[src/rtl/gp_engine_pkg.sv]
// Shared GP-engine definitions: command opcodes, error codes, command-word layout
// and the sequencer state encoding.
package gp_engine_pkg;

    typedef enum logic [1:0] {
        OP_END   = 2'b00,
        OP_WRITE = 2'b01,
        OP_READ  = 2'b10,
        OP_WAIT  = 2'b11
    } op_e;

    typedef enum logic [1:0] {
        ERR_OK      = 2'b00,
        ERR_PTR_OVF = 2'b01,
        ERR_TIMEOUT = 2'b10,
        ERR_ABORT   = 2'b11
    } err_e;

    typedef enum logic [3:0] {
        S_IDLE,
        S_FETCH0,
        S_WAIT0,
        S_FETCH1,
        S_WAIT1,
        S_EXEC,
        S_ISSUE,
        S_RESP,
        S_DELAY,
        S_NEXT,
        S_FINISH
    } seq_state_e;

    localparam int OP_MSB = 31;
    localparam int OP_LSB = 30;
    localparam int ADDR_W = 30;

    // Bus address carried by word0: the opcode bits are replaced by zeros.
    function automatic logic [31:0] cmd_bus_addr(input logic [31:0] word0);
        return {2'b00, word0[ADDR_W-1:0]};
    endfunction

endpackage

[src/rtl/gp_seq_timer.sv]
// Loadable down-counter; flags the final cycle of a count (value 1).
// Shared between WAIT delays and bus response timeouts.
module gp_seq_timer #(
    parameter int W = 32
) (
    input  logic         clk,
    input  logic         rst_n,
    input  logic         load,
    input  logic [W-1:0] load_val,
    input  logic         dec,
    output logic         last
);

    localparam logic [W-1:0] ONE = W'(1);

    logic [W-1:0] cnt_q;

    always_ff @(posedge clk or negedge rst_n) begin
        if (!rst_n) begin
            cnt_q <= '0;
        end else if (load) begin
            cnt_q <= load_val;
        end else if (dec && (cnt_q != '0)) begin
            cnt_q <= cnt_q - ONE;
        end
    end

    assign last = (cnt_q == ONE);

endmodule

[src/rtl/gp_cmd_sequencer.sv]
// Reads 2-word commands from the command buffer and executes them as bus writes,
// bus reads or timed waits until END, an error, or abort.
module gp_cmd_sequencer
    import gp_engine_pkg::*;
#(
    parameter int ADDR_WIDTH   = 32,
    parameter int DATA_WIDTH   = 32,
    parameter int CMD_DEPTH    = 256,
    parameter int PTR_WIDTH    = $clog2(CMD_DEPTH),
    parameter int RESP_TIMEOUT = 1024
) (
    input  logic                  clk,
    input  logic                  rst_n,
    input  logic                  start,
    input  logic [PTR_WIDTH-1:0]  start_ptr,
    input  logic                  abort,
    output logic                  cmd_rd_en,
    output logic [ADDR_WIDTH-1:0] cmd_addr,
    input  logic                  cmd_rd_valid,
    input  logic [DATA_WIDTH-1:0] cmd_out,
    output logic                  mst_i_valid,
    output logic                  mst_i_rd0_wr1,
    output logic [31:0]           mst_i_addr,
    output logic [DATA_WIDTH-1:0] mst_i_wr_data,
    input  logic                  mst_o_ready,
    input  logic                  mst_o_rd_valid,
    input  logic [DATA_WIDTH-1:0] mst_o_rd_data,
    output logic                  busy,
    output logic                  done,
    output logic [1:0]            err,
    output logic [DATA_WIDTH-1:0] last_rd_data
);

    localparam logic [DATA_WIDTH-1:0] TMO_LOAD = DATA_WIDTH'(RESP_TIMEOUT);
    localparam logic [PTR_WIDTH-1:0]  PTR_LAST = PTR_WIDTH'(CMD_DEPTH - 1);
    localparam logic [PTR_WIDTH:0]    DEPTH_X  = (PTR_WIDTH+1)'(CMD_DEPTH);
    localparam logic [PTR_WIDTH:0]    STEP2    = (PTR_WIDTH+1)'(2);

    seq_state_e            state_q, state_d;
    logic [PTR_WIDTH-1:0]  ptr_q, ptr_d;
    logic [PTR_WIDTH-1:0]  cmd_ptr;
    logic [PTR_WIDTH:0]    ptr_step;
    logic                  ptr_wrap;
    logic                  ptr_at_end;
    logic [DATA_WIDTH-1:0] word0_q, word1_q;
    err_e                  err_q, err_d;
    logic                  abort_pend_q;
    logic                  abort_seen;
    op_e                   op;
    logic                  tmr_load, tmr_dec, tmr_last;
    logic [DATA_WIDTH-1:0] tmr_val;

    assign op         = op_e'(word0_q[OP_MSB:OP_LSB]);
    assign ptr_step   = {1'b0, ptr_q} + STEP2;
    assign ptr_wrap   = (ptr_step >= DEPTH_X);
    assign ptr_at_end = (ptr_q == PTR_LAST);
    // Abort raised this very cycle counts as well as one latched earlier.
    assign abort_seen = abort_pend_q | abort;

    gp_seq_timer #(.W(DATA_WIDTH)) u_timer (
        .clk      (clk),
        .rst_n    (rst_n),
        .load     (tmr_load),
        .load_val (tmr_val),
        .dec      (tmr_dec),
        .last     (tmr_last)
    );

    always_ff @(posedge clk or negedge rst_n) begin
        if (!rst_n) begin
            state_q      <= S_IDLE;
            ptr_q        <= '0;
            err_q        <= ERR_OK;
            abort_pend_q <= 1'b0;
            word0_q      <= '0;
            word1_q      <= '0;
            last_rd_data <= '0;
        end else begin
            state_q <= state_d;
            ptr_q   <= ptr_d;
            err_q   <= err_d;
            if ((state_q == S_IDLE) || (state_q == S_FINISH)) begin
                abort_pend_q <= 1'b0;
            end else if (abort) begin
                abort_pend_q <= 1'b1;
            end
            if ((state_q == S_WAIT0) && cmd_rd_valid) word0_q <= cmd_out;
            if ((state_q == S_WAIT1) && cmd_rd_valid) word1_q <= cmd_out;
            if ((state_q == S_RESP) && mst_o_rd_valid) last_rd_data <= mst_o_rd_data;
        end
    end

    always_comb begin
        state_d  = state_q;
        ptr_d    = ptr_q;
        err_d    = err_q;
        tmr_load = 1'b0;
        tmr_val  = TMO_LOAD;
        tmr_dec  = 1'b0;

        case (state_q)
            S_IDLE: begin
                if (start) begin
                    state_d = S_FETCH0;
                    ptr_d   = {start_ptr[PTR_WIDTH-1:1], 1'b0};
                    err_d   = ERR_OK;
                end
            end
            S_FETCH0: begin
                if (ptr_at_end) begin
                    err_d   = ERR_PTR_OVF;
                    state_d = S_FINISH;
                end else begin
                    state_d = S_WAIT0;
                end
            end
            S_WAIT0: begin
                if (cmd_rd_valid) begin
                    state_d = S_FETCH1;
                end else begin
                    err_d   = ERR_TIMEOUT;
                    state_d = S_FINISH;
                end
            end
            S_FETCH1: state_d = S_WAIT1;
            S_WAIT1: begin
                if (cmd_rd_valid) begin
                    state_d = S_EXEC;
                end else begin
                    err_d   = ERR_TIMEOUT;
                    state_d = S_FINISH;
                end
            end
            S_EXEC: begin
                case (op)
                    OP_END: state_d = S_FINISH;
                    OP_WAIT: begin
                        tmr_load = 1'b1;
                        tmr_val  = word1_q;
                        state_d  = (word1_q == '0) ? S_NEXT : S_DELAY;
                    end
                    default: begin
                        tmr_load = 1'b1;
                        state_d  = S_ISSUE;
                    end
                endcase
            end
            // The request stays up until accepted; abort only acts after the handshake.
            S_ISSUE: begin
                if (mst_o_ready) begin
                    if (op == OP_READ) begin
                        tmr_load = 1'b1;
                        state_d  = S_RESP;
                    end else if (abort_seen) begin
                        err_d   = ERR_ABORT;
                        state_d = S_FINISH;
                    end else begin
                        state_d = S_NEXT;
                    end
                end else if (tmr_last) begin
                    err_d   = ERR_TIMEOUT;
                    state_d = S_FINISH;
                end else begin
                    tmr_dec = 1'b1;
                end
            end
            S_RESP: begin
                if (mst_o_rd_valid) begin
                    if (abort_seen) begin
                        err_d   = ERR_ABORT;
                        state_d = S_FINISH;
                    end else begin
                        state_d = S_NEXT;
                    end
                end else if (tmr_last) begin
                    err_d   = ERR_TIMEOUT;
                    state_d = S_FINISH;
                end else begin
                    tmr_dec = 1'b1;
                end
            end
            S_DELAY: begin
                if (abort_seen) begin
                    err_d   = ERR_ABORT;
                    state_d = S_FINISH;
                end else if (tmr_last) begin
                    state_d = S_NEXT;
                end else begin
                    tmr_dec = 1'b1;
                end
            end
            S_NEXT: begin
                if (ptr_wrap) begin
                    err_d   = ERR_PTR_OVF;
                    state_d = S_FINISH;
                end else if (abort_seen) begin
                    err_d   = ERR_ABORT;
                    state_d = S_FINISH;
                end else begin
                    ptr_d   = ptr_step[PTR_WIDTH-1:0];
                    state_d = S_FETCH0;
                end
            end
            S_FINISH: state_d = S_IDLE;
            default:  state_d = S_IDLE;
        endcase
    end

    assign cmd_ptr       = (state_q == S_FETCH1) ? {ptr_q[PTR_WIDTH-1:1], 1'b1} : ptr_q;
    assign cmd_addr      = {{(ADDR_WIDTH-PTR_WIDTH){1'b0}}, cmd_ptr};
    assign cmd_rd_en     = ((state_q == S_FETCH0) && !ptr_at_end) || (state_q == S_FETCH1);
    assign mst_i_valid   = (state_q == S_ISSUE);
    assign mst_i_rd0_wr1 = (op == OP_WRITE);
    assign mst_i_addr    = cmd_bus_addr(word0_q[31:0]);
    assign mst_i_wr_data = word1_q;
    assign busy          = (state_q != S_IDLE);
    assign done          = (state_q == S_FINISH);
    assign err           = err_q;

endmodule

[config.mk]
export PLATFORM = sky130hd
export DESIGN_NAME = gp_cmd_sequencer
export DESIGN_NICKNAME = d
export VERILOG_FILES = /design/src/rtl/gp_engine_pkg.sv /design/src/rtl/gp_seq_timer.sv /design/src/rtl/gp_cmd_sequencer.sv
export SDC_FILE = /design/constraint.sdc
export NUM_CORES = 1
export LEC_CHECK = 0
export ABC_CLOCK_PERIOD_IN_PS = 2700
export BUFFER_PORTS_ARGS = -buffer_cell sky130_fd_sc_hd__buf_4
export CAP_MARGIN = 30
export CELL_PAD_IN_SITES_DETAIL_PLACEMENT = 0
export CELL_PAD_IN_SITES_GLOBAL_PLACEMENT = 2
export CORE_ASPECT_RATIO = 1.75
export CORE_UTILIZATION = 33
export CTS_CLUSTER_DIAMETER = 80
export DETAILED_ROUTE_END_ITERATION = 7
export PLACE_DENSITY_LB_ADDON = 0.15
export SETUP_SLACK_MARGIN = 0.02
export SYNTH_ARGS = -nofsm -noshare
export SYNTH_HDL_FRONTEND = slang
export SYNTH_SLANG_ARGS = --single-unit
[constraint.sdc]
create_clock -name clk -period 2.7 [get_ports clk]
set_input_delay 0.27 -clock clk [delete_from_list [all_inputs] [get_ports clk]]
set_output_delay 0.27 -clock clk [all_outputs]
set_load 0.05 [all_outputs]
==> impl_metrics.env, run 1 <==
export IMPL_status="finished clean"
export IMPL_slew_viol_final=0
export IMPL_postSynth_asyncResetShare_pct=100
export IMPL_synth_cells=727
export IMPL_final_util_pct=43.4
export IMPL_r2r_slack_ps=200
export IMPL_setup_viol=0
export IMPL_cts_buffers=17
export IMPL_peakVddDrop_v=0.000692
export IMPL_critical_path_peak_fanout=6
export IMPL_dp_hpwl_um=18100
export IMPL_p_leak_nw=4.41
export IMPL_wl_per_cell_um=20.0
export IMPL_die_x_um=118
export IMPL_cts_resized=0
export IMPL_core_mm2=0.0228
export IMPL_ys_seq_area_share_pct=46.0
export IMPL_fp_row_count=73
export IMPL_r2r_cells=5
export IMPL_io_buffers=186
export IMPL_required_ps=3080
export IMPL_power_density_mw_per_mm2=1340
export IMPL_via_per_inst=5.26
export IMPL_path_cells="nor4_1 > nand4_1 > or4b_1 > a21oi_1 > o221a_2"
export IMPL_vias=6353
export IMPL_wirelength_um=24100
export IMPL_areaGrowthSynthToFinish_pct=28.2
export IMPL_ios=214
export IMPL_cp_startpoint="u_timer.cnt_q[25]"
export IMPL_n_antenna_cell=0
export IMPL_worst_slew_pin_slew_ps=598
export IMPL_clock_path_buffers=2
export IMPL_clock_root_buffer="clkbuf_16"
export IMPL_track_usage_pct=20.7
export IMPL_hold_violations=0
export IMPL_reg2reg_from="u_timer.cnt_q[25]"
export IMPL_crit_path_top_delay_cell="or4b_1"
export IMPL_clk_latency_ps=450
export IMPL_syn_area_mm2=0.00773
export IMPL_critical_path_endpoint_type="flip-flop"
export IMPL_antenna_found_initial=0
export IMPL_route_detailed_drc=0
export IMPL_initial_core_util_pct=33.9
export IMPL_drive_gt1_share_pct=40.4
export IMPL_ys_flop_type="dfrtp_1"
export IMPL_path_class="flip-flop to flip-flop"
export IMPL_hp_class="primary input to flip-flop"
export IMPL_rsz0062_at_grt="false"
export IMPL_cts_tree="done"
export IMPL_drt_iter0_drc=187
export IMPL_max_freq_ghz=0.400
export IMPL_synth_edff_count=0
export IMPL_cp_slowest_stage_delay_ps=710
export IMPL_routabilityCongestion=0.868
export IMPL_mostFrequentLayoutCell="buf_4"
export IMPL_maxSlewHeadroom_pct=60.1
export IMPL_period_minus_slack_ps=2500
export IMPL_die_h_um=204
export IMPL_avgSynthCellArea_um2=10.6
export IMPL_die_area_mm2=0.0241
export IMPL_rr_endpoint="err[1]"
export IMPL_htreeDepth=4
export IMPL_cp_data_arrival_time_ps=2880
export IMPL_max_cap_viol_count=0
export IMPL_ys_seq_elements=142
export IMPL_crit_path_start_kind="flip-flop"
export IMPL_fin_crit_sh_pct=92.7
export IMPL_ant_nets=0
export IMPL_firstDrtPassIters=5
export IMPL_overflow=0
export IMPL_place_ws_ps=219
export IMPL_grt_pass1_vias=6684
export IMPL_final_cell_mix="buf_4, dfrtp_1, mux2_2"
export IMPL_tns_ps=0
export IMPL_fin_worst_skew_ps=9.52
export IMPL_grt_pass1_wl_um=38000
export IMPL_nets=982
export IMPL_holdPathStages=3
export IMPL_cts_sinks=142
export IMPL_path_clk_slew_ps=70
export IMPL_ys_warn_count=0
export IMPL_timing_final_ws_setup_ps=198
export IMPL_ys_types=71
export IMPL_grt_max_degree=55
export IMPL_endpoint="err[1]"
sequential cells by signal, indices dropped and copies added, names as in the netlist:
register	cells
mst_i_wr_data	32
state_q	4
word0_q	32
abort_pend_q	1
last_rd_data	32
ptr_q	7
u_timer.cnt_q	32
err	2
cell type report:
cell class / instances / area, µm²
fillers: 2260 / 12900
multi-input cells: 495 / 3610
flip-flops and latches: 142 / 3550
repair buffers: 222 / 1710
clock buffers: 21 / 470
well taps: 300 / 375
clock inverters: 11 / 131
inverters: 16 / 60.1
how the worst min path moves through the flow:
stage | from | endpoint | slack, ps
2_1_floorplan | rst_n | abort_pend_q | -30
3_5_place_dp | rst_n | mst_i_wr_data[3] | 280
4_1_cts | mst_o_rd_data[29] | last_rd_data[29] | 30
3_3_place_gp | rst_n | mst_i_wr_data[4] | 270
5_1_grt | mst_o_rd_data[23] | last_rd_data[23] | 40
6_report | cmd_out[10] | mst_i_wr_data[10] | 50
layer usage:
layer | vias to the layer above | track usage [%] | part of all wire (%)
li1 | 2986 | - | -
met1 | 3143 | 21.6 | 37
met2 | 181 | 37.9 | 55
met3 | 43 | 4.83 | 4.3
met4 | 0 | 11.2 | 4.0
met5 | - | 0 | 0
critical path, delay by kind of cell, from the launching register on:
| family | cells | cell delay (ps) |
|---|---|---|
| AND/OR/NAND/NOR | 3 | 1550 |
| flip-flops | 1 | 440 |
| AO/OA/AOI/OAI | 2 | 430 |
report_power, final:
group	switching [mW]	total [mW]	internal, mW	leakage, nW
registers	0.893	3.90	3.01	1.74
clock network	1.00	2.45	1.44	0.292
logic	4.55	6.93	2.38	2.37
total	6.45	13.3	6.83	4.41
kinds of logic after synthesis:
| group | Yosys count | share of synthesized area [%] |
|---|---|---|
| buf+inv | 115 | 8.61 |
| other cells | 1 | 0.0485 |
| fa+ha+maj | 10 | 1.59 |
| simple gates | 229 | 17.2 |
| compound gates | 133 | 12.5 |
| flops | 142 | 46.0 |
| mux | 97 | 14.1 |
metrics by stage:
stage,power [mW],hold WS [ps],instances,area (µm²)
finish,13.3,48.0,1207,9910
global route,14.0,41.0,1207,9910
CTS,13.4,28.7,1207,9910
detailed placement,10.9,276,1174,9300
global placement,10.8,271,1174,9300
floorplan,8.85,-25.6,752,7830
synthesized netlist by cell type (15+ instances only):
library cell  instances  area (µm²)
nor3_1               18        90.1
nand3_1              23         115
buf_4                57         428
inv_1                15        56.3
nor4_1               18         113
nand2_1              54         203
mux2_2               95        1070
o311ai_0             16         140
a21oi_1              26         130
dfrtp_1             142        3550
clkbuf_1             26        97.6
nor2_1               30         113
o21ai_0              17        85.1
what timing repair did:
item                      CTS  global route
buffers inserted            0             0
hold endpoints to repair   51             0
hold buffers                1             0
(Power assumes the default switching activity.)
==> inputs of run 2 (changes only) <==
Settings changed: ABC_CLOCK_PERIOD_IN_PS 2700 to unset, RECOVER_POWER set to 50, SETUP_SLACK_MARGIN 0.02 to 0.1.
==> impl_metrics.env, run 2 (synthesis gave the netlist of run 1 again) <==
export IMPL_slew_viol_final=0
export IMPL_status="finished clean"
export IMPL_initial_core_util_pct=33.9
export IMPL_fin_worst_skew_ps=9.51
export IMPL_critical_path_endpoint_type="flip-flop"
export IMPL_via_per_inst=5.26
export IMPL_mostFrequentLayoutCell="buf_4"
export IMPL_grt_pass1_wl_um=38000
export IMPL_io_buffers=186
export IMPL_core_mm2=0.0228
export IMPL_die_x_um=118
export IMPL_cts_buffers=17
export IMPL_wl_per_cell_um=19.8
export IMPL_grt_max_degree=55
export IMPL_fp_row_count=73
export IMPL_track_usage_pct=20.7
export IMPL_max_freq_ghz=0.412
export IMPL_final_cell_mix="buf_4, dfrtp_1, mux2_2"
export IMPL_peakVddDrop_v=0.000670
export IMPL_pwr_share_seq_pct=30.1
export IMPL_grt_pass1_vias=6684
export IMPL_dp_hpwl_um=18100
export IMPL_reg2reg_from="u_timer.cnt_q[21]"
export IMPL_rsz0062_at_grt="false"
export IMPL_n_antenna_cell=0
export IMPL_fin_crit_sh_pct=90.0
export IMPL_firstDrtPassIters=4
export IMPL_final_util_pct=42.4
export IMPL_clk_latency_ps=450
export IMPL_drt_iter0_drc=231
export IMPL_route_detailed_drc=0
export IMPL_die_area_mm2=0.0241
export IMPL_busiest_layer="met2"
export IMPL_rr_endpoint="state_q[0]"
export IMPL_hold_violations=0
export IMPL_clock_root_buffer="clkbuf_16"
export IMPL_antenna_found_initial=0
export IMPL_pwr_share_clk_pct=18.9
export IMPL_setup_viol=0
export IMPL_cp_data_arrival_time_ps=2800
export IMPL_p_comb_share_pct=51.1
export IMPL_crit_path_start_kind="flip-flop"
export IMPL_critical_path_peak_fanout=6
export IMPL_grtUsageMet1_pct=21.6
export IMPL_path_class="flip-flop to flip-flop"
export IMPL_maxSlewHeadroom_pct=2.62
export IMPL_use_met2_pct=37.9
export IMPL_htreeDepth=4
export IMPL_p_leak_nw=4.17
export IMPL_fill_cells=2313
export IMPL_required_ps=3070
export IMPL_ios=214
export IMPL_use_met3_pct=4.83
export IMPL_postCtsSetupRepairBufs=0
export IMPL_ant_nets=0
export IMPL_hp_class="primary input to flip-flop"
export IMPL_drive_gt1_share_pct=34.0
export IMPL_r2r_slack_ps=270
export IMPL_switchingPower_mw=6.42
export IMPL_cts_tree="done"
export IMPL_dpl_cell_count=1174
export IMPL_r2r_cells=5
export IMPL_period_minus_slack_ps=2430
export IMPL_clock_path_buffers=2
export IMPL_holdPathStages=3
export IMPL_die_h_um=204
export IMPL_p_int_mw=6.51
export IMPL_nets=982
export IMPL_max_cap_viol_count=0
export IMPL_overflow=0
export IMPL_areaGrowthSynthToFinish_pct=25.1
export IMPL_tns_ps=0
export IMPL_cts_sinks=142
export IMPL_switching_share_pct=49.7
export IMPL_fin_cells=1207
export IMPL_power_density_mw_per_mm2=1340
export IMPL_path_clk_slew_ps=70
export IMPL_worst_slew_pin_slew_ps=1460
export IMPL_vias=6350
export IMPL_routabilityCongestion=0.868
export IMPL_endpoint="state_q[0]"
export IMPL_wirelength_um=23900
export IMPL_cp_startpoint="u_timer.cnt_q[21]"
==> run 2: final cells by class <==
type                       count  area (µm²)  share of cell area [%]
sequential                   142        3550                    36.7
multi-input combinational    495        3620                    37.4
timing repair buffer         222        1470                    15.1
clock inverter                11         131                    1.36
clock buffer                  21         470                    4.86
tap                          300         375                    3.88
inverter                      16        60.1                   0.621
==> run 2: worst max-delay path: stages (launching register included) <==
cell	delay (ps)
dfrtp_1	430
nor4_2	440
nand4_1	340
or4b_1	710
a41o_1	300
a31oi_1	130
==> run 2: power by group through the flow <==
stage                     clock network, mW  registers, mW  logic (mW)
after floorplan                           0           5.17        3.68
after global placement                    0           3.91        6.92
after detailed placement                  0           3.94        6.98
after CTS                              2.51           3.91        6.99
after global routing                   2.59           4.04        7.02
final                                  2.44           3.89        6.60
==> run 2: timing repair <==
item,in CTS,in global routing
endpoints found under the hold margin,51,0
endpoints found under the setup margin,0,4
resized for setup,0,1
hold buffers,1,0
==> run 2: worst min-delay path by stage <==
stage | from | endpoint | slack [ps]
2_1_floorplan | rst_n | abort_pend_q | -30
3_3_place_gp | rst_n | mst_i_wr_data[4] | 270
3_5_place_dp | rst_n | mst_i_wr_data[3] | 280
4_1_cts | mst_o_rd_data[29] | last_rd_data[29] | 30
5_1_grt | mst_o_rd_data[23] | last_rd_data[23] | 40
6_report | cmd_out[10] | mst_i_wr_data[10] | 50
==> run 2: routing by layer <==
metal | share of wire, % | up-vias
li1 | - | 2984
met4 | 4.0 | 0
met5 | 0 | -
met2 | 55 | 185
met3 | 4.3 | 42
met1 | 37 | 3139
==> run 2: per-stage QoR <==
step	power [mW]	worst slack (ps)	cell area, µm²	hold WS (ps)
floorplan	8.85	336	7830	-25.6
global placement	10.8	224	9300	271
detailed placement	10.9	219	9300	276
CTS	13.4	208	9910	28.7
global route	13.6	163	9670	41.0
finish	12.9	270	9670	46.3
==> inputs of run 3 (changes only) <==
--- a/config.mk
+++ b/config.mk
@@ -12,5 +12,4 @@
 export CORE_ASPECT_RATIO = 1.75
 export CORE_UTILIZATION = 33
-export CTS_CLUSTER_DIAMETER = 80
 export DETAILED_ROUTE_END_ITERATION = 7
 export PLACE_DENSITY_LB_ADDON = 0.15
==> constraint.sdc (replaced) <==
create_clock -name clk -period 2.7 [get_ports clk]
set_input_delay 0.405 -clock clk [delete_from_list [all_inputs] [get_ports clk]]
set_output_delay 0.405 -clock clk [all_outputs]
set_load 0.05 [all_outputs]
==> impl_metrics.env, run 3 (synthesis gave the netlist of run 1 again) <==
export IMPL_drive_gt1_share_pct=34.3
export IMPL_p_leak_nw=4.20
export IMPL_fin_area_mm2=0.00971
export IMPL_io_buffers=186
export IMPL_seqCellArea_mm2=0.00355
export IMPL_cts_buffers=17
export IMPL_peakVddDrop_v=0.000557
export IMPL_fp_row_count=73
export IMPL_vias=6416
export IMPL_fin_worst_skew_ps=5.52
export IMPL_track_usage_pct=20.7
export IMPL_postCtsSetupRepairBufs=0
export IMPL_clock_path_buffers=2
export IMPL_cts_tree="done"
export IMPL_worst_slew_pin_slew_ps=1430
export IMPL_critical_path_peak_fanout=6
export IMPL_r2r_cells=5
export IMPL_crit_path_start_kind="flip-flop"
export IMPL_required_ps=3070
export IMPL_ios=214
export IMPL_fin_crit_sh_pct=90.0
export IMPL_path_clk_slew_ps=60
export IMPL_status="finished clean"
export IMPL_path_class="flip-flop to flip-flop"
export IMPL_endpoint="state_q[0]"
export IMPL_fill_cells=2290
export IMPL_critical_path_endpoint_type="flip-flop"
export IMPL_route_detailed_drc=0
export IMPL_die_h_um=204
export IMPL_rr_endpoint="state_q[0]"
export IMPL_die_x_um=118
export IMPL_firstDrtPassIters=4
export IMPL_wirelength_um=24000
export IMPL_r2r_slack_ps=270
export IMPL_initial_core_util_pct=33.9
export IMPL_n_antenna_cell=0
export IMPL_drt_iter0_drc=286
export IMPL_path_cells="nor4_1 > nand4_1 > or4b_1 > a41o_1 > a31oi_1"
export IMPL_wl_per_cell_um=19.9
export IMPL_slew_viol_final=0
export IMPL_final_util_pct=42.5
export IMPL_grt_pass1_vias=6850
export IMPL_cp_startpoint="u_timer.cnt_q[25]"
export IMPL_multiInputGateArea_mm2=0.00361
export IMPL_areaGrowthSynthToFinish_pct=25.6
export IMPL_final_cell_mix="buf_4, dfrtp_1, mux2_2"
export IMPL_grt_max_degree=52
export IMPL_hold_violations=0
export IMPL_core_mm2=0.0228
export IMPL_clk_latency_ps=440
export IMPL_clock_root_buffer="clkbuf_16"
export IMPL_maxSlewHeadroom_pct=4.34
export IMPL_period_minus_slack_ps=2430
export IMPL_ant_nets=0
export IMPL_mostFrequentLayoutCell="buf_4"
export IMPL_htreeDepth=4
export IMPL_die_area_mm2=0.0241
export IMPL_place_area_mm2=0.00930
export IMPL_dp_hpwl_um=17900
export IMPL_rsz0062_at_grt="false"
export IMPL_grt_pass1_wl_um=38100
export IMPL_nets=982
export IMPL_via_per_inst=5.32
export IMPL_antenna_found_initial=0
export IMPL_routabilityCongestion=0.864
export IMPL_cts_sinks=142
export IMPL_max_cap_viol_count=0
export IMPL_cp_slowest_stage_delay_ps=690
export IMPL_overflow=0
export IMPL_hp_class="primary input to flip-flop"
export IMPL_max_freq_ghz=0.411
export IMPL_setup_viol=0
export IMPL_tns_ps=0
export IMPL_power_density_mw_per_mm2=1340
export IMPL_crit_path_top_delay_cell="or4b_1"
export IMPL_cp_data_arrival_time_ps=2800
export IMPL_reg2reg_from="u_timer.cnt_q[25]"
## run 3: cell types whose count changed in the layout (fill, tap and decap cells not counted), sizes merged
cell	previous run	this run
bufinv	2	3
clkbuf	84	76
buf	158	165
## run 3: cell type report
class | instances | area share [%]
Multi-Input combinational cell | 495 | 37.2
Sequential cell | 142 | 36.6
Timing Repair Buffer | 222 | 15.4
Clock buffer | 20 | 4.60
Tap cell | 300 | 3.87
Clock inverter | 12 | 1.66
Inverter | 16 | 0.619
## run 3: worst max-delay path, delay by kind of cell, from the launching register on
| kind | cells | cell delay (ps) |
|---|---|---|
| AND/OR/NAND/NOR | 3 | 1490 |
| flip-flops | 1 | 430 |
| AO/OA/AOI/OAI | 2 | 430 |
## run 3: worst min-delay path by stage
| stage | startpoint | end | slack, ps | cells past startpoint |
|---|---|---|---|---|
| 3_3_place_gp | rst_n | word0_q[3] | 390 | 1 |
| 2_1_floorplan | rst_n | abort_pend_q | 110 | 0 |
| 4_1_cts | cmd_out[10] | mst_i_wr_data[10] | 160 | 3 |
| 3_5_place_dp | rst_n | word0_q[4] | 400 | 1 |
| 5_1_grt | mst_o_rd_data[11] | last_rd_data[11] | 170 | 2 |
| 6_report | cmd_out[10] | mst_i_wr_data[10] | 180 | 3 |
## run 3: power breakdown
part           internal (mW)  switching (mW)
sequential              3.01           0.887
combinational           2.09            4.56
clock                   1.49           0.981
total                   6.58            6.43
## run 3: metal layers
layer  vias up  global-route usage [%]  wire length [µm]
met5         -                       0                 0
met1      3192                    21.5              8780
li1       2983                       -                 -
met3        47                    4.91              1090
met4         0                    11.4               928
met2       194                    38.0             13200
## run 3: timing repair
action / in CTS / in global routing
hold buffers: 1 / 0
gates resized for setup: 0 / 0
endpoints found under the setup margin: 0 / 0
endpoints found under the hold margin: 48 / 0
## run 3: metrics by stage
| step | instances | hold WS (ps) | total power [mW] | setup slack [ps] |
|---|---|---|---|---|
| after floorplan | 752 | 109 | 8.85 | 336 |
| after global placement | 1174 | 389 | 10.8 | 276 |
| after detailed placement | 1174 | 398 | 10.9 | 262 |
| after CTS | 1207 | 164 | 13.5 | 252 |
| after global routing | 1207 | 174 | 13.7 | 143 |
| final | 1207 | 184 | 13.0 | 269 |
